<file path="src/rtl/wb_port_arbiter_if.sv">
// Bus bundle for the register-file write-port arbiter: WriteBack request,
// long-latency result handshake, register-file write port and status outputs.
interface wb_port_arbiter_if #(
    parameter int M     = 32,
    parameter int N     = 5,
    parameter int DEPTH = 2
);
    localparam int CW = $clog2(DEPTH + 1);

    logic              regWriteW;
    logic [N-1:0]      writeRW;
    logic [M-1:0]      resultW;
    logic              llValid;
    logic [N-1:0]      llDest;
    logic [M-1:0]      llData;
    logic              llReady;
    logic              rfWE;
    logic [N-1:0]      rfWA;
    logic [M-1:0]      rfWD;
    logic              stallReq;
    logic [(1<<N)-1:0] pendMask;
    logic [CW-1:0]     count;

    modport slave (
        input  regWriteW, writeRW, resultW, llValid, llDest, llData,
        output llReady, rfWE, rfWA, rfWD, stallReq, pendMask, count
    );

    modport master (
        output regWriteW, writeRW, resultW, llValid, llDest, llData,
        input  llReady, rfWE, rfWA, rfWD, stallReq, pendMask, count
    );
endinterface

</file>
<file path="src/rtl/wb_port_arbiter.sv">
// Shares the register-file write port between WriteBack (priority) and an
// in-order FIFO of long-latency results; requests a stall when the head starves.
module wb_port_arbiter #(
    parameter int M      = 32,
    parameter int N      = 5,
    parameter int DEPTH  = 2,
    parameter int STARVE = 4
) (
    input  logic              CLK,
    input  logic              RSTn,
    wb_port_arbiter_if.slave  bus
);
    localparam int CW = $clog2(DEPTH + 1);
    localparam int PW = (DEPTH > 1) ? $clog2(DEPTH) : 1;
    localparam int WW = $clog2(STARVE + 1);
    localparam int RN = 1 << N;

    logic [N-1:0]     dest_r [DEPTH];
    logic [M-1:0]     data_r [DEPTH];
    logic [DEPTH-1:0] valid_r;
    logic [PW-1:0]    rd_ptr_r;
    logic [PW-1:0]    wr_ptr_r;
    logic [CW-1:0]    count_r;
    logic [WW-1:0]    wait_r;
    logic             stall_r;

    logic             wb_eff_s;
    logic             ready_s;
    logic             push_s;
    logic             pop_s;
    logic             rfwe_s;
    logic [N-1:0]     rfwa_s;
    logic [M-1:0]     rfwd_s;
    logic [CW-1:0]    count_nxt_s;
    logic [WW-1:0]    wait_nxt_s;
    logic [RN-1:0]    pend_s;

    function automatic logic [PW-1:0] ptr_inc(input logic [PW-1:0] p);
        return (p == PW'(DEPTH - 1)) ? {PW{1'b0}} : p + PW'(1);
    endfunction

    // Grant: WriteBack wins, otherwise the FIFO head uses the idle slot.
    // Everything is gated by RSTn so the port is silent while reset is held.
    always_comb begin
        wb_eff_s = bus.regWriteW && (bus.writeRW != {N{1'b0}});
        ready_s  = RSTn && (count_r < CW'(DEPTH));
        push_s   = bus.llValid && ready_s && (bus.llDest != {N{1'b0}});
        pop_s    = RSTn && !wb_eff_s && (count_r != {CW{1'b0}});
        rfwe_s   = 1'b0;
        rfwa_s   = {N{1'b0}};
        rfwd_s   = {M{1'b0}};
        if (!RSTn) begin
            rfwe_s = 1'b0;
        end else if (wb_eff_s) begin
            rfwe_s = 1'b1;
            rfwa_s = bus.writeRW;
            rfwd_s = bus.resultW;
        end else if (count_r != {CW{1'b0}}) begin
            rfwe_s = 1'b1;
            rfwa_s = dest_r[rd_ptr_r];
            rfwd_s = data_r[rd_ptr_r];
        end else begin
            rfwe_s = 1'b0;
        end
    end

    // Next occupancy and head wait counter (saturating, cleared on pop or empty).
    always_comb begin
        count_nxt_s = count_r;
        wait_nxt_s  = wait_r;
        if (push_s && !pop_s) begin
            count_nxt_s = count_r + CW'(1);
        end else if (pop_s && !push_s) begin
            count_nxt_s = count_r - CW'(1);
        end else begin
            count_nxt_s = count_r;
        end
        if (pop_s || (count_r == {CW{1'b0}})) begin
            wait_nxt_s = {WW{1'b0}};
        end else if (wait_r < WW'(STARVE)) begin
            wait_nxt_s = wait_r + WW'(1);
        end else begin
            wait_nxt_s = wait_r;
        end
    end

    // Pending-destination mask: OR of one-hot destinations over valid slots.
    always_comb begin
        pend_s = {RN{1'b0}};
        for (int i = 0; i < DEPTH; i++) begin
            pend_s = pend_s | (valid_r[i] ? ({{(RN-1){1'b0}}, 1'b1} << dest_r[i]) : {RN{1'b0}});
        end
    end

    // FIFO storage, pointers and occupancy; push and pop never hit the same slot.
    always_ff @(posedge CLK or negedge RSTn) begin
        if (!RSTn) begin
            for (int i = 0; i < DEPTH; i++) begin
                dest_r[i] <= {N{1'b0}};
                data_r[i] <= {M{1'b0}};
            end
            valid_r  <= {DEPTH{1'b0}};
            rd_ptr_r <= {PW{1'b0}};
            wr_ptr_r <= {PW{1'b0}};
            count_r  <= {CW{1'b0}};
        end else begin
            if (pop_s) begin
                valid_r[rd_ptr_r] <= 1'b0;
                rd_ptr_r          <= ptr_inc(rd_ptr_r);
            end
            if (push_s) begin
                dest_r[wr_ptr_r]  <= bus.llDest;
                data_r[wr_ptr_r]  <= bus.llData;
                valid_r[wr_ptr_r] <= 1'b1;
                wr_ptr_r          <= ptr_inc(wr_ptr_r);
            end
            count_r <= count_nxt_s;
        end
    end

    // Starvation tracking; the stall flag mirrors a saturated wait counter.
    always_ff @(posedge CLK or negedge RSTn) begin
        if (!RSTn) begin
            wait_r  <= {WW{1'b0}};
            stall_r <= 1'b0;
        end else begin
            wait_r  <= wait_nxt_s;
            stall_r <= (wait_nxt_s == WW'(STARVE));
        end
    end

    assign bus.llReady  = ready_s;
    assign bus.rfWE     = rfwe_s;
    assign bus.rfWA     = rfwa_s;
    assign bus.rfWD     = rfwd_s;
    assign bus.stallReq = stall_r;
    assign bus.pendMask = pend_s;
    assign bus.count    = count_r;
endmodule

</file>
<file path="src/flat_wrapper.sv">
// flat-port wrapper written by rule: the top's interface ports become plain ports
module wb_port_arbiter_flat 
#(
    parameter int M      = 32,
    parameter int N      = 5,
    parameter int DEPTH  = 2,
    parameter int STARVE = 4
)
  (CLK, RSTn, bus_regWriteW, bus_writeRW, bus_resultW, bus_llValid, bus_llDest, bus_llData, bus_llReady, bus_rfWE, bus_rfWA, bus_rfWD, bus_stallReq, bus_pendMask, bus_count);
  wb_port_arbiter_if #(.M(M), .N(N), .DEPTH(DEPTH)) bus_i ();
  input  logic CLK;
  input  logic RSTn;
  input wire logic [$bits(bus_i.regWriteW)-1:0] bus_regWriteW;
  input wire logic [$bits(bus_i.writeRW)-1:0] bus_writeRW;
  input wire logic [$bits(bus_i.resultW)-1:0] bus_resultW;
  input wire logic [$bits(bus_i.llValid)-1:0] bus_llValid;
  input wire logic [$bits(bus_i.llDest)-1:0] bus_llDest;
  input wire logic [$bits(bus_i.llData)-1:0] bus_llData;
  output wire logic [$bits(bus_i.llReady)-1:0] bus_llReady;
  output wire logic [$bits(bus_i.rfWE)-1:0] bus_rfWE;
  output wire logic [$bits(bus_i.rfWA)-1:0] bus_rfWA;
  output wire logic [$bits(bus_i.rfWD)-1:0] bus_rfWD;
  output wire logic [$bits(bus_i.stallReq)-1:0] bus_stallReq;
  output wire logic [$bits(bus_i.pendMask)-1:0] bus_pendMask;
  output wire logic [$bits(bus_i.count)-1:0] bus_count;
  assign bus_i.regWriteW = bus_regWriteW;
  assign bus_i.writeRW = bus_writeRW;
  assign bus_i.resultW = bus_resultW;
  assign bus_i.llValid = bus_llValid;
  assign bus_i.llDest = bus_llDest;
  assign bus_i.llData = bus_llData;
  assign bus_llReady = bus_i.llReady;
  assign bus_rfWE = bus_i.rfWE;
  assign bus_rfWA = bus_i.rfWA;
  assign bus_rfWD = bus_i.rfWD;
  assign bus_stallReq = bus_i.stallReq;
  assign bus_pendMask = bus_i.pendMask;
  assign bus_count = bus_i.count;
  wb_port_arbiter #(.M(M), .N(N), .DEPTH(DEPTH), .STARVE(STARVE)) u_core (.CLK(CLK), .RSTn(RSTn), .bus(bus_i));
endmodule
</file>
<file path="config.mk">
export PLATFORM = sky130hd
export DESIGN_NAME = wb_port_arbiter_flat
export DESIGN_NICKNAME = d
export VERILOG_FILES = /design/src/rtl/wb_port_arbiter_if.sv /design/src/rtl/wb_port_arbiter.sv /design/src/flat_wrapper.sv
export SDC_FILE = /design/constraint.sdc
export NUM_CORES = 1
export LEC_CHECK = 0
export ABC_AREA = 1
export CAP_MARGIN = 40
export CORE_MARGIN = 10
export CORE_UTILIZATION = 51
export DETAILED_ROUTE_END_ITERATION = 10
export HOLD_SLACK_MARGIN = 0.12
export PLACE_DENSITY = 0.95
export SETUP_SLACK_MARGIN = 0.4
export SYNTH_ARGS = -nofsm -noshare
export SYNTH_HDL_FRONTEND = slang
export SYNTH_SLANG_ARGS = --single-unit
</file>
<file path="constraint.sdc">
create_clock -name CLK -period 2.7 [get_ports CLK]
set_input_delay 0.405 -clock CLK [delete_from_list [all_inputs] [get_ports CLK]]
set_output_delay 0.405 -clock CLK [all_outputs]
set_load 0.02 [all_outputs]
</file>
==> results of run 1 <==
==> power by group through the flow <==
stage          logic, mW  clock network [mW]  registers, mW
2_1_floorplan       2.25                   0           2.17
6_report            3.46               0.929           2.38
5_1_grt             3.78               0.987           2.45
4_1_cts             3.36               0.927           2.34
3_3_place_gp        3.14                   0           2.27
3_5_place_dp        3.25                   0           2.33
==> timing repair <==
| item | 4_1_cts | 5_1_grt |
|---|---|---|
| pin swaps | 1 | 1 |
| cloned | 1 | 1 |
| setup endpoints to repair | 70 | 62 |
| buffers inserted | 3 | 2 |
| hold buffers | 4 | 0 |
| gates resized for setup | 143 | 79 |
| hold endpoints to repair | 5 | 0 |
==> cells by family after synthesis <==
kind of cell,after synthesis,share of synthesized area [%]
DFF,84,43.00
AOI/OAI and AO/OA,212,26.06
xor gates and xnor gates,4,0.7168
adders and majority gates,2,0.5118
and+or+nand+nor,222,19.45
buffers and inverters,106,10.26
==> area by class of cell <==
| class | instances | area (um2) | area share [%] |
|---|---|---|---|
| Multi-Input combinational cell | 440 | 2347 | 34.71 |
| Timing Repair Buffer | 183 | 1717 | 25.38 |
| Inverter | 58 | 220.2 | 3.256 |
| Clock inverter | 5 | 61.31 | 0.9066 |
| Sequential cell | 84 | 2115 | 31.27 |
| Clock buffer | 11 | 141.4 | 2.091 |
| Tap cell | 129 | 161.4 | 2.387 |
==> per-layer routing <==
layer / track usage [%] / up-vias / wire length (um)
met5: 0 / - / 0
met4: 10.28 / 0 / 459
met3: 5.899 / 38 / 1382
met2: 39.55 / 307 / 8598
met1: 26.29 / 2540 / 6604
li1: - / 2416 / -
==> sequential cells by signal, summed over array words and instances, names as in the netlist <==
register	flops
u_core.bus.count	2
u_core.data_r	64
u_core.valid_r	2
u_core.dest_r	10
u_core.rd_ptr_r	1
u_core.wait_r	3
u_core.wr_ptr_r	1
u_core.bus.stallReq	1
==> through the flow <==
step	setup TNS (ps)	hold slack (ps)
global route	0	233.7
finish	0	223.7
floorplan	0	109.4
detailed placement	-174.6	275.0
global placement	0	269.4
CTS	0	216.4
==> final timing paths <==
kind / startpoint / cells past startpoint / end / slack (ps)
worst max register to register: u_core.bus.count[0]$_DFFE_PN0P_ / 8 / u_core.bus.count[1]$_DFFE_PN0P_ / 610
worst min-delay path: RSTn / 3 / u_core.data_r[51]$_DFFE_PN0P_ / 220
worst min register to register: u_core.data_r[48]$_DFFE_PN0P_ / 2 / u_core.data_r[48]$_DFFE_PN0P_ / 490
min in group CLK: u_core.data_r[48]$_DFFE_PN0P_ / 2 / u_core.data_r[48]$_DFFE_PN0P_ / 490
worst max-delay path: bus_writeRW[4] / 9 / bus_rfWD[26] / 350
max in group asynchronous: RSTn / 4 / u_core.data_r[41]$_DFFE_PN0P_ / 1520
==> placed cells by master, fill, tap and decap left out, types with 2 or more instances in the layout <==
cell type / n
xor2_1: 3
a21oi_1: 29
nor2_2: 3
dfrtp_1: 74
nor2_1: 41
o21ai_2: 30
nor2_4: 2
o21ai_0: 65
buf_4: 24
clkdlybuf4s50_1: 80
clkbuf_2: 16
o211ai_1: 23
ha_1: 2
clkbuf_8: 10
buf_8: 3
nor3_2: 5
clkdlybuf4s15_1: 2
buf_2: 15
dfrtp_2: 10
buf_12: 7
clkdlybuf4s15_2: 5
inv_1: 54
nor3_1: 3
nand2_1: 115
dlygate4sd2_1: 24
nand2_2: 5
o22ai_1: 32
or2_2: 22
dlygate4sd3_1: 4
o21ai_1: 32
inv_2: 2
nand3_1: 12
nand4_1: 12
clkinv_4: 3
==> worst max-delay path: stages <==
cell and delay (ps):
clkdlybuf4s50_1 500, nor2_1 60, nand3_1 110, nand2_4 110, buf_12 180, o21ai_0 90, nand2_1 70, nor2_1 80
dlygate4sd2_1 350
==> reports/summary.txt, run 1 <==
Synthesis-stage register bit count: 84
Synth area leaders: dfrtp_1 43%, nand2_1 9.1%, o21ai_0 6.7%, o21ai_2 5.4%, inv_1 4.2%
Via count: 5,301
Data arrival, critical path: 1950 ps
Clock sink count: 84
Syn nets: 710
Worst min path class: input pin to asynchronous set/reset pin
Critical path peak fanout: 29
Total CTS buffers: 9
First-pass GRT wire length: 27,020 um
PD cells: 1002 nW/um2
Routed WL: 17,050 um
Sw Ratio: 44.71%
Final setup fails: 0
Vias per Instance: 5.825
NetSw: 3.028 mW
CP Capture Type: output pin
Synth warn: 0
Seq/Total Area, Yosys: 43.00%
DRT antenna net count: 0
Fraction of final layout cells sized beyond drive strength 1: 21.64%
Die width: 117.9 um
Synth cell types: 27
IO Count: 152
Peak supply drop: 0.0004775 V
Placed inst area: 6495 um2
GP Congestion: 0.8539
Ant diodes: 0
DP Wirelength: 11,120 um
Fillers: 686
WP data required: 2300 ps
Mean Syn Cell Area: 7.759 um2
Post-Layout Inst Area: 6763 um2
Area growth syn-to-layout: 38.34%
Worst-Margin Slew: 454.9 ps
Max-cap viol count: 0
Setup Skew: 16.08 ps
Pint: 3.745 mW
Clock Pin Slew Worst Setup and Hold Paths: 90 ps
GRT Total Usage: 23.03%
FP Rows: 35
Detailed Route Iter0 Violations: 589
Non-Filler Instances: 910
Pin count of the biggest net entering global routing: 58
Synthesized cell area: 4888 um2
Minimum clock period: 2355 ps
Final #Nets: 856
Critical path launch point type: input pin
Outcome: complete, no violations
First-pass DRT Iterations: 5
Worst-skew pair later-pin latency: 360 ps
Initial Utilization: 52.65%
Utilization after layout: 72.84%
Vias in the first global route: 5,364
Final hold vios: 0
Drt wl/cell: 18.73 um
Post-Synthesis Cells: 630
Die height: 117.9 um
Combinational share of power: 51.1%
Die ar.: 13,900 um2
H-tree levels: 3
Fin worst setup slack: 345.4 ps
Max Freq: 424.7 MHz
Top_reg_cell synth: dfrtp_1
RSZ-0062 raised after global routing: true
Synth cell count leaders: 119 x nand2_1, 84 x dfrtp_1, 65 x o21ai_0, 55 x inv_1, 46 x nor2_1
CP Class: input pin to output pin
Clock power share: 13.7%
DP Worst Slack: -85.94 ps
Slew Limit Fails: 0
# port buffers: 151
Asr flop ratio synth: 100.0%
Bufs on Longest Clock Path: 2
Post-synth EDFFs: 0
TritonCTS clock tree: yes
Root Buffer Master: clkbuf_8
Top-count cell post-synth: nand2_1
Core Area: 9284 um2
Slew margin rel.: 69.57%
Drc violations: 0
Overall power: 6.773 mW
Final period util: 87.21%
Initial antenna violation count: 0
Inst Count DP: 881
Synth top area share: 43.00%
Seq pwr share: 35.2%
Pleak: 3.199 nW
GR Overflow Total: 0
Leading area contributor after synthesis: dfrtp_1
No activity file was read; power rests on OpenSTA's default activity.
==> run 2, diff against run 1 <==
- SKIP_CTS_REPAIR_TIMING: unset -> 1
==> reports/summary.txt, run 2 (synthesis gave the netlist of run 1 again) <==
DRT antenna net count: 0
Ant diodes: 0
Worst min path class: input pin to asynchronous set/reset pin
FP Rows: 35
Met2 Routed Length: 9047 um
Area growth syn-to-layout: 46.07%
Slew Limit Fails: 0
Placed inst area: 6495 um2
Pleak: 4.108 nW
Data arrival, critical path: 1900 ps
Bufs on Longest Clock Path: 2
Total CTS buffers: 9
Critical path launch point type: flop
Max-cap viol count: 0
Vias in the first global route: 5,115
Detailed Route Iter0 Violations: 545
H-tree levels: 3
Area of the multi-input gates: 2344 um2
Via count: 5,330
Initial antenna violation count: 0
Clock Pin Slew Worst Setup and Hold Paths: 90 ps
Met3 WL: 1278 um
RSZ-0062 raised after global routing: true
Outcome: complete, no violations
GP Congestion: 0.8539
Peak supply drop: 0.0004393 V
WP data required: 2300 ps
Root Buffer Master: clkbuf_8
Max Freq: 434.7 MHz
Largest regs: u_core.data_r: 64 flops, u_core.dest_r: 10 flops, u_core.wait_r: 3 flops
Worst-skew pair later-pin latency: 360 ps
Max layer used: met4
# port buffers: 151
Die height: 117.9 um
Reg2Reg Depth: 10
Slew margin rel.: 58.85%
Drc violations: 0
Initial Utilization: 52.65%
GRT Total Usage: 21.52%
Clock sink count: 84
CP Capture Type: output pin
Final hold vios: 0
M1 WL: 7004 um
Most frequent cells in the layout: 115 x nand2_1, 78 x dfrtp_1, 75 x clkdlybuf4s50_1
Register area: 2110 um2
Minimum clock period: 2301 ps
Final period util: 85.21%
Core Area: 9284 um2
First-pass DRT Iterations: 7
First-pass GRT wire length: 25,420 um
Fillers: 593
Vias per Instance: 5.832
Critical path peak fanout: 19
GR Overflow Total: 0
Most common cell after layout, fill and taps aside: nand2_1
Drt wl/cell: 19.28 um
Worst-Margin Slew: 615.2 ps
CP Class: flop to output pin
Fraction of final layout cells sized beyond drive strength 1: 16.69%
PD cells: 951.6 nW/um2
Setup Skew: 13.90 ps
Routed WL: 17,630 um
IO Count: 152
Overall power: 6.795 mW
Max reg flops: 64
Post-Layout Inst Area: 7141 um2
DP Wirelength: 11,120 um
Final #Nets: 860
Pin count of the biggest net entering global routing: 58
Die width: 117.9 um
Largest reg by FF count: u_core.data_r
Die ar.: 13,900 um2
Final setup fails: 0
TritonCTS clock tree: yes
## run 2: final timing paths
path | startpoint | endpoint | slack (ps)
max | u_core.bus.count[1]$_DFFE_PN0P_ | bus_rfWD[11] | 400
min | RSTn | u_core.data_r[51]$_DFFE_PN0P_ | 230
max reg2reg | u_core.bus.count[1]$_DFFE_PN0P_ | u_core.data_r[51]$_DFFE_PN0P_ | 680
min reg2reg | u_core.data_r[53]$_DFFE_PN0P_ | u_core.data_r[53]$_DFFE_PN0P_ | 490
max in group asynchronous | RSTn | u_core.data_r[59]$_DFFE_PN0P_ | 1420
min in group CLK | u_core.data_r[53]$_DFFE_PN0P_ | u_core.data_r[53]$_DFFE_PN0P_ | 490
## run 2: cell type report
class	count	area share [%]
Sequential cell	84	29.54
Clock inverter	5	0.8586
Multi-Input combinational cell	440	32.82
Inverter	58	3.084
Tap cell	129	2.260
Timing Repair Buffer	187	29.46
Clock buffer	11	1.980
## run 2: metal layers
layer,vias to the layer above,track usage (%)
met2,289,36.43
li1,2432,-
met5,-,0
met1,2577,25.63
met4,0,7.960
met3,32,5.516
## run 2: power breakdown
group / internal (mW) / leakage [nW] / switching [mW]
Sequential: 1.86 / 1.04 / 0.519
Combinational: 1.46 / 2.96 / 2.02
Clock: 0.457 / 0.103 / 0.478
Total: 3.78 / 4.11 / 3.02
## run 2: stage by stage
stage / setup TNS, ps / setup WS, ps / std cells / hold slack, ps / utilization, %
after detailed placement: -174.6 / -85.94 / 881 / 275.0 / 69.96
after floorplan: 0 / 802.8 / 630 / 109.4 / -
after CTS: -2890 / -172.9 / 897 / -117.2 / 72.14
final: 0 / 399.4 / 914 / 228.6 / 76.91
after global routing: 0 / 270.0 / 914 / 235.9 / 76.91
after global placement: 0 / 50.62 / 881 / 269.4 / 69.96
## run 2: critical path: stages (launching register included)
cell	delay [ps]
dfrtp_1	440
nor2_4	100
inv_2	110
buf_12	160
o21ai_0	110
o21ai_0	190
nand2_1	90
nor2_1	90
dlymetal6s2s_1	240
